==> src/rtl/komut_kodlayici_pkg.sv <==
// Shared RV32I encoder definitions: opcode constants, legality check and field packing.
// The decoder imports the same opcode constants.
package komut_paket;

  localparam logic [6:0] OP_R      = 7'b0110011;
  localparam logic [6:0] OP_I      = 7'b0010011;
  localparam logic [6:0] OP_LOAD   = 7'b0000011;
  localparam logic [6:0] OP_STORE  = 7'b0100011;
  localparam logic [6:0] OP_BRANCH = 7'b1100011;
  localparam logic [6:0] OP_LUI    = 7'b0110111;
  localparam logic [6:0] OP_JAL    = 7'b1101111;

  typedef struct packed {
    logic [31:0] komut;
    logic [31:0] adres;
  } kayit_t;

  // True when imm[31:n-1] are all equal, i.e. imm is representable as n-bit signed.
  function automatic logic sigar(input logic [31:0] imm, input int unsigned n);
    logic [31:0] m;
    m = 32'hFFFF_FFFF << (n - 1);
    return ((imm & m) == m) || ((imm & m) == 32'd0);
  endfunction

  function automatic logic gecerli_mi(input logic [6:0] opcode, input logic [3:0] aluop,
                                      input logic [31:0] imm);
    logic [2:0] f3;
    logic       ok;
    f3 = aluop[2:0];
    ok = 1'b0;
    case (opcode)
      OP_R: ok = !aluop[3] || (f3 == 3'b000) || (f3 == 3'b101);
      OP_I: begin
        case (f3)
          3'b001:  ok = !aluop[3] && (imm[31:5] == 27'd0);
          3'b101:  ok = (imm[31:5] == 27'd0);
          default: ok = !aluop[3] && sigar(imm, 12);
        endcase
      end
      OP_LOAD:   ok = !aluop[3] && (f3 != 3'b011) && (f3 != 3'b110) && (f3 != 3'b111)
                      && sigar(imm, 12);
      OP_STORE:  ok = !aluop[3] && (f3 <= 3'b010) && sigar(imm, 12);
      OP_BRANCH: ok = (f3 != 3'b010) && (f3 != 3'b011) && sigar(imm, 13) && !imm[0];
      OP_LUI:    ok = (imm[11:0] == 12'd0);
      OP_JAL:    ok = sigar(imm, 21) && !imm[0];
      default:   ok = 1'b0;
    endcase
    return ok;
  endfunction

  function automatic logic [31:0] kodla(input logic [6:0] opcode, input logic [3:0] aluop,
                                        input logic [4:0] rs1, input logic [4:0] rs2,
                                        input logic [4:0] rd, input logic [31:0] imm);
    logic [2:0]  f3;
    logic [31:0] k;
    f3 = aluop[2:0];
    k  = 32'd0;
    case (opcode)
      OP_R: k = {1'b0, aluop[3], 5'b0, rs2, rs1, f3, rd, opcode};
      OP_I: begin
        // Shifts carry shamt in imm[4:0] and the arithmetic flag in bit 30.
        if ((f3 == 3'b001) || (f3 == 3'b101))
          k = {1'b0, aluop[3], 5'b0, imm[4:0], rs1, f3, rd, opcode};
        else
          k = {imm[11:0], rs1, f3, rd, opcode};
      end
      OP_LOAD:   k = {imm[11:0], rs1, f3, rd, opcode};
      OP_STORE:  k = {imm[11:5], rs2, rs1, f3, imm[4:0], opcode};
      OP_BRANCH: k = {imm[12], imm[10:5], rs2, rs1, f3, imm[4:1], imm[11], opcode};
      OP_LUI:    k = {imm[31:12], rd, opcode};
      OP_JAL:    k = {imm[20], imm[10:1], imm[11], imm[19:12], rd, opcode};
      default:   k = 32'd0;
    endcase
    return k;
  endfunction

endpackage

==> src/rtl/komut_fifo.sv <==
// First-word-fall-through FIFO; the head entry is always presented on cikis.
// Callers never push when full nor pop when empty.
module komut_fifo #(
  parameter int DERINLIK = 2,
  parameter int W        = 64
) (
  input  logic         clk,
  input  logic         rst,
  input  logic         push,
  input  logic [W-1:0] giris,
  input  logic         pop,
  output logic [W-1:0] cikis,
  output logic         dolu,
  output logic         bos
);
  localparam int AW = $clog2(DERINLIK);

  logic [DERINLIK-1:0][W-1:0] mem_q, mem_d;
  logic [AW-1:0]              bas_q, bas_d, kuy_q, kuy_d;
  logic [AW:0]                say_q, say_d;

  always_comb begin
    mem_d = mem_q;
    if (push) mem_d[kuy_q] = giris;
    kuy_d = kuy_q + AW'(push);
    bas_d = bas_q + AW'(pop);
    say_d = say_q + (AW+1)'(push) - (AW+1)'(pop);
  end

  always_ff @(posedge clk) begin
    if (rst) begin
      mem_q <= '0;
      bas_q <= '0;
      kuy_q <= '0;
      say_q <= '0;
    end else begin
      mem_q <= mem_d;
      bas_q <= bas_d;
      kuy_q <= kuy_d;
      say_q <= say_d;
    end
  end

  assign cikis = mem_q[bas_q];
  assign dolu  = (say_q == (AW+1)'(DERINLIK));
  assign bos   = (say_q == '0);
endmodule

==> src/rtl/komut_kodlayici.sv <==
// RV32I instruction encoder: checks and packs decoded fields into a 32-bit word,
// tags it with its program address and queues it toward instruction memory.
module komut_kodlayici
  import komut_paket::*;
#(
  parameter logic [31:0] BASLANGIC_ADRES = 32'h0000_0000,
  parameter int          DERINLIK        = 2
) (
  input  logic        clk,
  input  logic        rst,
  input  logic        giris_gecerli,
  output logic        giris_hazir,
  input  logic [6:0]  opcode,
  input  logic [3:0]  aluop,
  input  logic [4:0]  rs1,
  input  logic [4:0]  rs2,
  input  logic [4:0]  rd,
  input  logic [31:0] imm,
  output logic        cikis_gecerli,
  input  logic        cikis_hazir,
  output logic [31:0] komut,
  output logic [31:0] adres,
  output logic        hata,
  output logic [7:0]  hata_sayac
);
  logic        kabul, yasal, push, pop, dolu, bos;
  kayit_t      giris_kayit, cikis_kayit;
  logic [31:0] adres_sayac_q, adres_sayac_d;
  logic        hata_q, hata_d;
  logic [7:0]  hata_sayac_q, hata_sayac_d;

  always_comb begin
    kabul       = giris_gecerli && giris_hazir;
    yasal       = gecerli_mi(opcode, aluop, imm);
    push        = kabul && yasal;
    pop         = cikis_gecerli && cikis_hazir;
    giris_kayit = '{komut: kodla(opcode, aluop, rs1, rs2, rd, imm), adres: adres_sayac_q};
    adres_sayac_d = push ? adres_sayac_q + 32'd4 : adres_sayac_q;
    hata_d        = kabul && !yasal;
    hata_sayac_d  = (hata_d && (hata_sayac_q != 8'hFF)) ? hata_sayac_q + 8'd1 : hata_sayac_q;
  end

  always_ff @(posedge clk) begin
    if (rst) begin
      adres_sayac_q <= BASLANGIC_ADRES;
      hata_q        <= 1'b0;
      hata_sayac_q  <= 8'd0;
    end else begin
      adres_sayac_q <= adres_sayac_d;
      hata_q        <= hata_d;
      hata_sayac_q  <= hata_sayac_d;
    end
  end

  komut_fifo #(.DERINLIK(DERINLIK), .W(64)) u_fifo (
    .clk   (clk),
    .rst   (rst),
    .push  (push),
    .giris (giris_kayit),
    .pop   (pop),
    .cikis (cikis_kayit),
    .dolu  (dolu),
    .bos   (bos)
  );

  // Readiness comes from registered FIFO occupancy only, never from cikis_hazir.
  assign giris_hazir   = !dolu;
  assign cikis_gecerli = !bos;
  assign komut         = cikis_kayit.komut;
  assign adres         = cikis_kayit.adres;
  assign hata          = hata_q;
  assign hata_sayac    = hata_sayac_q;
endmodule

==> config.mk <==
export PLATFORM = sky130hd
export DESIGN_NAME = komut_kodlayici
export DESIGN_NICKNAME = d
export VERILOG_FILES = /design/src/rtl/komut_kodlayici_pkg.sv /design/src/rtl/komut_fifo.sv /design/src/rtl/komut_kodlayici.sv
export SDC_FILE = /design/constraint.sdc
export NUM_CORES = 1
export LEC_CHECK = 0
export ABC_AREA = 1
export BUFFER_PORTS_ARGS = -buffer_cell sky130_fd_sc_hd__buf_2
export CAP_MARGIN = 20
export CELL_PAD_IN_SITES_DETAIL_PLACEMENT = 0
export CELL_PAD_IN_SITES_GLOBAL_PLACEMENT = 1
export CORE_MARGIN = 1
export CORE_UTILIZATION = 40
export CTS_CLUSTER_DIAMETER = 200
export CTS_CLUSTER_SIZE = 10
export DETAILED_ROUTE_END_ITERATION = 10
export GPL_ROUTABILITY_DRIVEN = 0
export PLACE_DENSITY_LB_ADDON = 0.1
export SKIP_CTS_REPAIR_TIMING = 1
export SLEW_MARGIN = 0
export SYNTH_ARGS = -nofsm -noshare
export SYNTH_HDL_FRONTEND = slang
export SYNTH_SLANG_ARGS = --single-unit
==> constraint.sdc <==
create_clock -name clk -period 3.9 [get_ports clk]
set_input_delay 0.78 -clock clk [delete_from_list [all_inputs] [get_ports clk]]
set_output_delay 0.78 -clock clk [all_outputs]
set_load 0.01 [all_outputs]
Word-level counts from Yosys, hierarchy flattened

Index checks and enable logic that the tools add are counted.
W data, S select, Z words.

Output and inout port bits: 75
Bits in latches: 0
Memory bits (read-only): 0
Logic and storage cells: 81
Bits of input ports: 62
Bits in writable memories: 0
Memories kept: 0
Register bits: 173

Add/sub/neg operators: 6
$lt $le $gt $ge: 4
Div/mod/pow operators: 0
Shift operators: 0
Multiplexer cells: 9
Eq/ne operators: 18
Multiply operators: 0
Reductions and logical operators: 36
Bitwise gates (word level): 0

Operators with widths:

| kind                    | count |
|---|---|
| $pmux W32 S7            | 1 |
| $mux W64                | 3 |
| $bwmux W128             | 1 |
| $logic_not A32 Y1       | 3 |
| $demux W64 S1           | 1 |
| $add A32 B3 Y32 const B | 1 |
| $mux W32                | 1 |
| $logic_not A27 Y1       | 1 |
| $eq A21 B21 Y1 const B  | 1 |
| $eq A7 B6 Y1 const B    | 3 |
| $eq A20 B20 Y1 const B  | 1 |
| $logic_and A1 B1 Y1     | 18 |
| $eq A7 B7 Y1 const B    | 2 |
| $eq A12 B12 Y1 const B  | 1 |
| $logic_not A12 Y1       | 1 |
| $add A8 B1 Y8 const B   | 1 |
| $ne A8 B8 Y1 const B    | 1 |
| $eq A7 B2 Y1 const B    | 1 |
| $eq A7 B5 Y1 const B    | 1 |
| $pmux W1 S7             | 1 |
| $logic_or A1 B1 Y1      | 6 |
| $ne A3 B2 Y1 const B    | 2 |
| $ne A3 B3 Y1 const B    | 2 |
| $logic_not A1 Y1        | 5 |
| other kinds (12)        | 14 |

Logic depth before layout (Yosys ltp)

Depth in word-level cells: 9
Mapped depth: 19

Hierarchy

From an unflattened synthesis, not the netlist that was laid out.

Cell total of the unflattened synthesis: 1272
Area total of the unflattened synthesis: 8524.4 um^2

By module, submodules not included:

| module          | instances | area an instance (um^2) | cells an instance |
|---|---|---|---|
| komut_fifo      | 1         | 5341.4                  | 724 |
| komut_kodlayici | 1         | 3183.1                  | 548 |

Worst setup path before layout

No wires, ideal clock.

Path kind: input port to flip-flop
From: input opcode[1]
To: register u_fifo.mem_q[2] in the netlist's numbering
Cell stages on the path: 15
Data required time: 3.767 ns
Path slack: 0.964 ns
Setup time: 0.133 ns
Arrival: 2.803 ns
Cells stage by stage: nand2_1 nor2_4 nand2_1 nand2_1 nand2_1 nor2_1 a21oi_1 nand3_2 nand2_1 inv_1 ha_1 clkbuf_1 clkbuf_1 clkbuf_1 a21oi_1

Word-level cells in the longest chain between the ends: 3
Elaborated cells between the ends (all ways): 9

RTL lines:

| what                                       | line                      | source |
|---|---|---|
| start, declared                            | komut_kodlayici.sv:13     | `input logic [6:0] opcode,` |
| $eq A7 B7 Y1, or another cell as far along | komut_kodlayici_pkg.sv:31 | `case (opcode)` |
| $pmux W1 S7 (*)                            | komut_kodlayici_pkg.sv:31 |  |
| $logic_and A1 B1 Y1 (*)                    | komut_kodlayici.sv:35     | `push = kabul && yasal;` |
| net push                                   | komut_kodlayici.sv:26     | `logic kabul, yasal, push, pop, dolu, bos;` |
| end signal, assigned                       | komut_fifo.sv:37          | `mem_q <= mem_d;` |
| end, declared                              | komut_fifo.sv:18          | `logic [DERINLIK-1:0][W-1:0] mem_q, mem_d;` |

The timed path passes the listed nets; every way through them passes the cells marked *.
A chain may end at the register's enable or synchronous reset.

Worst setup path in the final report

From: register u_fifo.bas_q
To: output adres[29]

Word-level cells in the longest chain between the ends: 2

RTL lines:

| what                                         | line                  | source |
|---|---|---|
| start, declared                              | komut_fifo.sv:19      | `logic [AW-1:0] bas_q, bas_d, kuy_q, kuy_d;` |
| start signal, assigned                       | komut_fifo.sv:38      | `bas_q <= bas_d;` |
| $mux W64 (not written as such) (2 in series) | komut_fifo.sv:44      | `assign cikis = mem_q[bas_q];` |
| end, declared                                | komut_kodlayici.sv:22 | `output logic [31:0] adres,` |

No other way between the ends. The select of a mux whose other input is x is not followed.

==> run summary <==
================================================================================
Maximum level of the CTS H-tree                                                4
Max-slew violations                                                            0
Pre-CTS setup slack                                                     0.661 ns
LEAKAGE                                                                  4.63 nW
Drt pass-1 iters                                                               5
Cell count of the worst reg-to-reg path                                       11
Cell type with the highest aggregate area in the netlist            sky130_fd_sc_hd__dfxtp_1
Routed Antenna Nets                                                            0
# port buffers                                                               134
Core Util, Final                                                           0.474
Number of antenna cells inserted                                               0
Hold_ws                                                                 0.453 ns
Synthesized area divided by synthesized cell count                     6.41 um^2
Synthesized cell area                                                  8620 um^2
Sequential cell area fraction in the yosys report                          0.388
Actual transition at the worst max-transition pin                       0.878 ns
Area overhead of the layout relative to synthesis                          16.1%
TritonCTS clock tree                                                       built
Share of flip-flops with an asynchronous set or reset                          0
Number of DRC markers in iteration 0                                         377
Most used flip-flop cell after synthesis                            sky130_fd_sc_hd__dfxtp_1
Power density normalized to cell area                                361 nW/um^2
Final critical path time including I/O delays and setup                  3.24 ns
Maximum clock rate                                                       309 MHz
Crit end category                                                   primary output
Wire length per cell                                                     14.1 um
WL final                                                                24400 um
Number of global-route vias before repair                                   7870
Root cell of the clock tree                                         sky130_fd_sc_hd__clkbuf_16
Aggregate global routing overflow                                              0
Worst slew slack as a fraction of its limit                                0.414
Crit path max fanout                                                          59
Global routing usage summed across all routing layers                      0.230
Number of flip-flops and latches in the synthesized netlist                  167
Number of failing setup endpoints in the final timing report                   0
Instance count of the mapped netlist                                        1344
Die area                                                              22100 um^2
Leading post-synthesis cells by cell area                           sky130_fd_sc_hd__dfxtp_1, sky130_fd_sc_hd__nand2_1, sky130_fd_sc_hd__inv_1, sky130_fd_sc_hd__o21ai_0, sky130_fd_sc_hd__nor2_1
Clock transition at path regs                                            0.06 ns
Crit share post-route                                                      0.830
Routed vias/inst                                                            4.87
Fill cell instance count of the final layout                                2272
Total number of vias                                                        8450
Count of cell types in the netlist                                            38
Clock skew after layout                                                0.0148 ns
Final hold viol count                                                          0
Worst hold path type                                                     reg2reg
Starting density of the core                                               0.409
Summed negative setup slack over all endpoints                              0 ns
Clock insertion delay at the later pin of the skew report                0.44 ns
Width of the die                                                          149 um
Total number of placement rows                                                53
Met1 usage                                                                 0.311
Path type of the worst setup path                                        reg2out
RSZ-0062 raised after global routing                                          no
Maximum ir drop on the vdd rail                                         0.300 mV
Number of top-level pins                                                     137
Global-route wire length before repair                                  40100 um
Proportion of layout cells with a drive suffix above 1                     0.137
Busiest metal layer after global routing                                    met2
Y dimension of the die                                                    149 um
CP required                                                              3.12 ns
Most common cell in the netlist                                     sky130_fd_sc_hd__nand2_1
Ranking of synthesized cells by instance count                      sky130_fd_sc_hd__nand2_1, sky130_fd_sc_hd__inv_1, sky130_fd_sc_hd__nor2_1
Met3 Usage GRT                                                            0.0410
Std-Cell Core Area                                                    21100 um^2
Hold path cells                                                                2
Number of buffers on the longest clock path                                    2
Number of warnings issued by yosys                                             0
Number of nets in the finished design                                       1512
Number of maximum-capacitance violations                                       0
Number of antenna violations at the first check in global routing              0
Detail Placement HPWL                                                   17200 um
TritonCTS buffer count                                                        17
EDFF count, synth                                                              0
Count of clock tree sinks                                                    167
Element type at the critical path start                                 register
Run status                                                             completed
Global-route track usage on met2                                           0.378
Pin count of the biggest net entering global routing                          78
Number of remaining DRC errors                                                 0
Final setup margin                                                      0.663 ns
Area share of the largest cell type after synthesis                        0.388
Data arrival time of the critical path                                   2.46 ns
================================================================================
-- critical path, cell delays in order (launching register included) --
cell and delay [ns]:
sky130_fd_sc_hd__dfxtp_1 0.30, sky130_fd_sc_hd__buf_4 0.22, sky130_fd_sc_hd__inv_2 0.67, sky130_fd_sc_hd__buf_4 0.44
sky130_fd_sc_hd__nand2_1 0.11, sky130_fd_sc_hd__o21ai_0 0.11, sky130_fd_sc_hd__buf_2 0.17
-- final timing paths --
path,from,end,slack (ns)
max reg2reg,u_fifo.say_q[0],u_fifo.mem_q[33],1.63
min,u_fifo.mem_q[96],u_fifo.mem_q[96],0.45
max,u_fifo.bas_q,adres[29],0.66
min reg2reg,u_fifo.mem_q[96],u_fifo.mem_q[96],0.45
-- metal layers --
metal  vias to the layer above  share of wire
li1                       4469              -
met1                      3767           0.48
met2                       188           0.46
met3                        26          0.043
met4                         0          0.012
met5                         -              0
-- cell type report --
cell class	count	area (um^2)	area share
Clock inverter	11	92.6	0.00926
Sequential cell	167	3340	0.334
Multi-Input combinational cell	897	4150	0.415
Timing Repair Buffer	149	808	0.0808
Tap cell	275	344	0.0344
Clock buffer	21	460	0.0460
Inverter	214	803	0.0803
-- placed cells by master, fill, tap and decap left out, types with 4 or more instances in the layout --
| master | count |
|---|---|
| sky130_fd_sc_hd__inv_1 | 208 |
| sky130_fd_sc_hd__inv_2 | 6 |
| sky130_fd_sc_hd__dfxtp_1 | 167 |
| sky130_fd_sc_hd__o21bai_1 | 10 |
| sky130_fd_sc_hd__a22oi_1 | 12 |
| sky130_fd_sc_hd__nand3_1 | 45 |
| sky130_fd_sc_hd__a21oi_1 | 75 |
| sky130_fd_sc_hd__buf_4 | 13 |
| sky130_fd_sc_hd__buf_2 | 134 |
| sky130_fd_sc_hd__nor3_1 | 37 |
| sky130_fd_sc_hd__clkinvlp_4 | 5 |
| sky130_fd_sc_hd__o211ai_1 | 9 |
| sky130_fd_sc_hd__clkbuf_16 | 17 |
| sky130_fd_sc_hd__nand4_1 | 21 |
| sky130_fd_sc_hd__nor2_1 | 192 |
| sky130_fd_sc_hd__o21ai_1 | 23 |
| sky130_fd_sc_hd__nand2_1 | 282 |
| sky130_fd_sc_hd__a221oi_1 | 4 |
| sky130_fd_sc_hd__o21ai_0 | 151 |
-- flip-flops by register name (all words and copies together), names as in the netlist --
signal / flops
hata: 1
u_fifo.say_q: 2
adres_sayac_q: 30
u_fifo.bas_q: 1
u_fifo.mem_q: 124
hata_sayac: 8
u_fifo.kuy_q: 1
-- stage by stage --
stage	instance area [um^2]	power, mW	cells
global placement	9450	2.07	1702
finish	10000	3.62	1734
CTS	10000	3.65	1734
global route	10000	3.75	1734
floorplan	8620	1.94	1345
detailed placement	9450	2.07	1702
-- power by group --
part	total, mW	leakage, nW	internal (mW)	switching (mW)
Combinational	0.301	3.03	0.0853	0.216
Clock	1.59	0.254	0.859	0.730
Sequential	1.73	1.35	1.72	0.00776
-- cells by family (layout without fill, tap and decap cells) --
group	count (synthesis)	count (layout)	share of synthesized area
AND/OR/NAND/NOR	595	595	0.287
adder cells (fa/ha/maj)	4	4	0.00581
flip-flops	167	167	0.388
XOR/XNOR	4	4	0.00407
buffers and inverters	281	395	0.132
other	1	2	0.000435
AO/OA/AOI/OAI	292	292	0.183
Note: power is estimated with default switching activity, not from simulation.
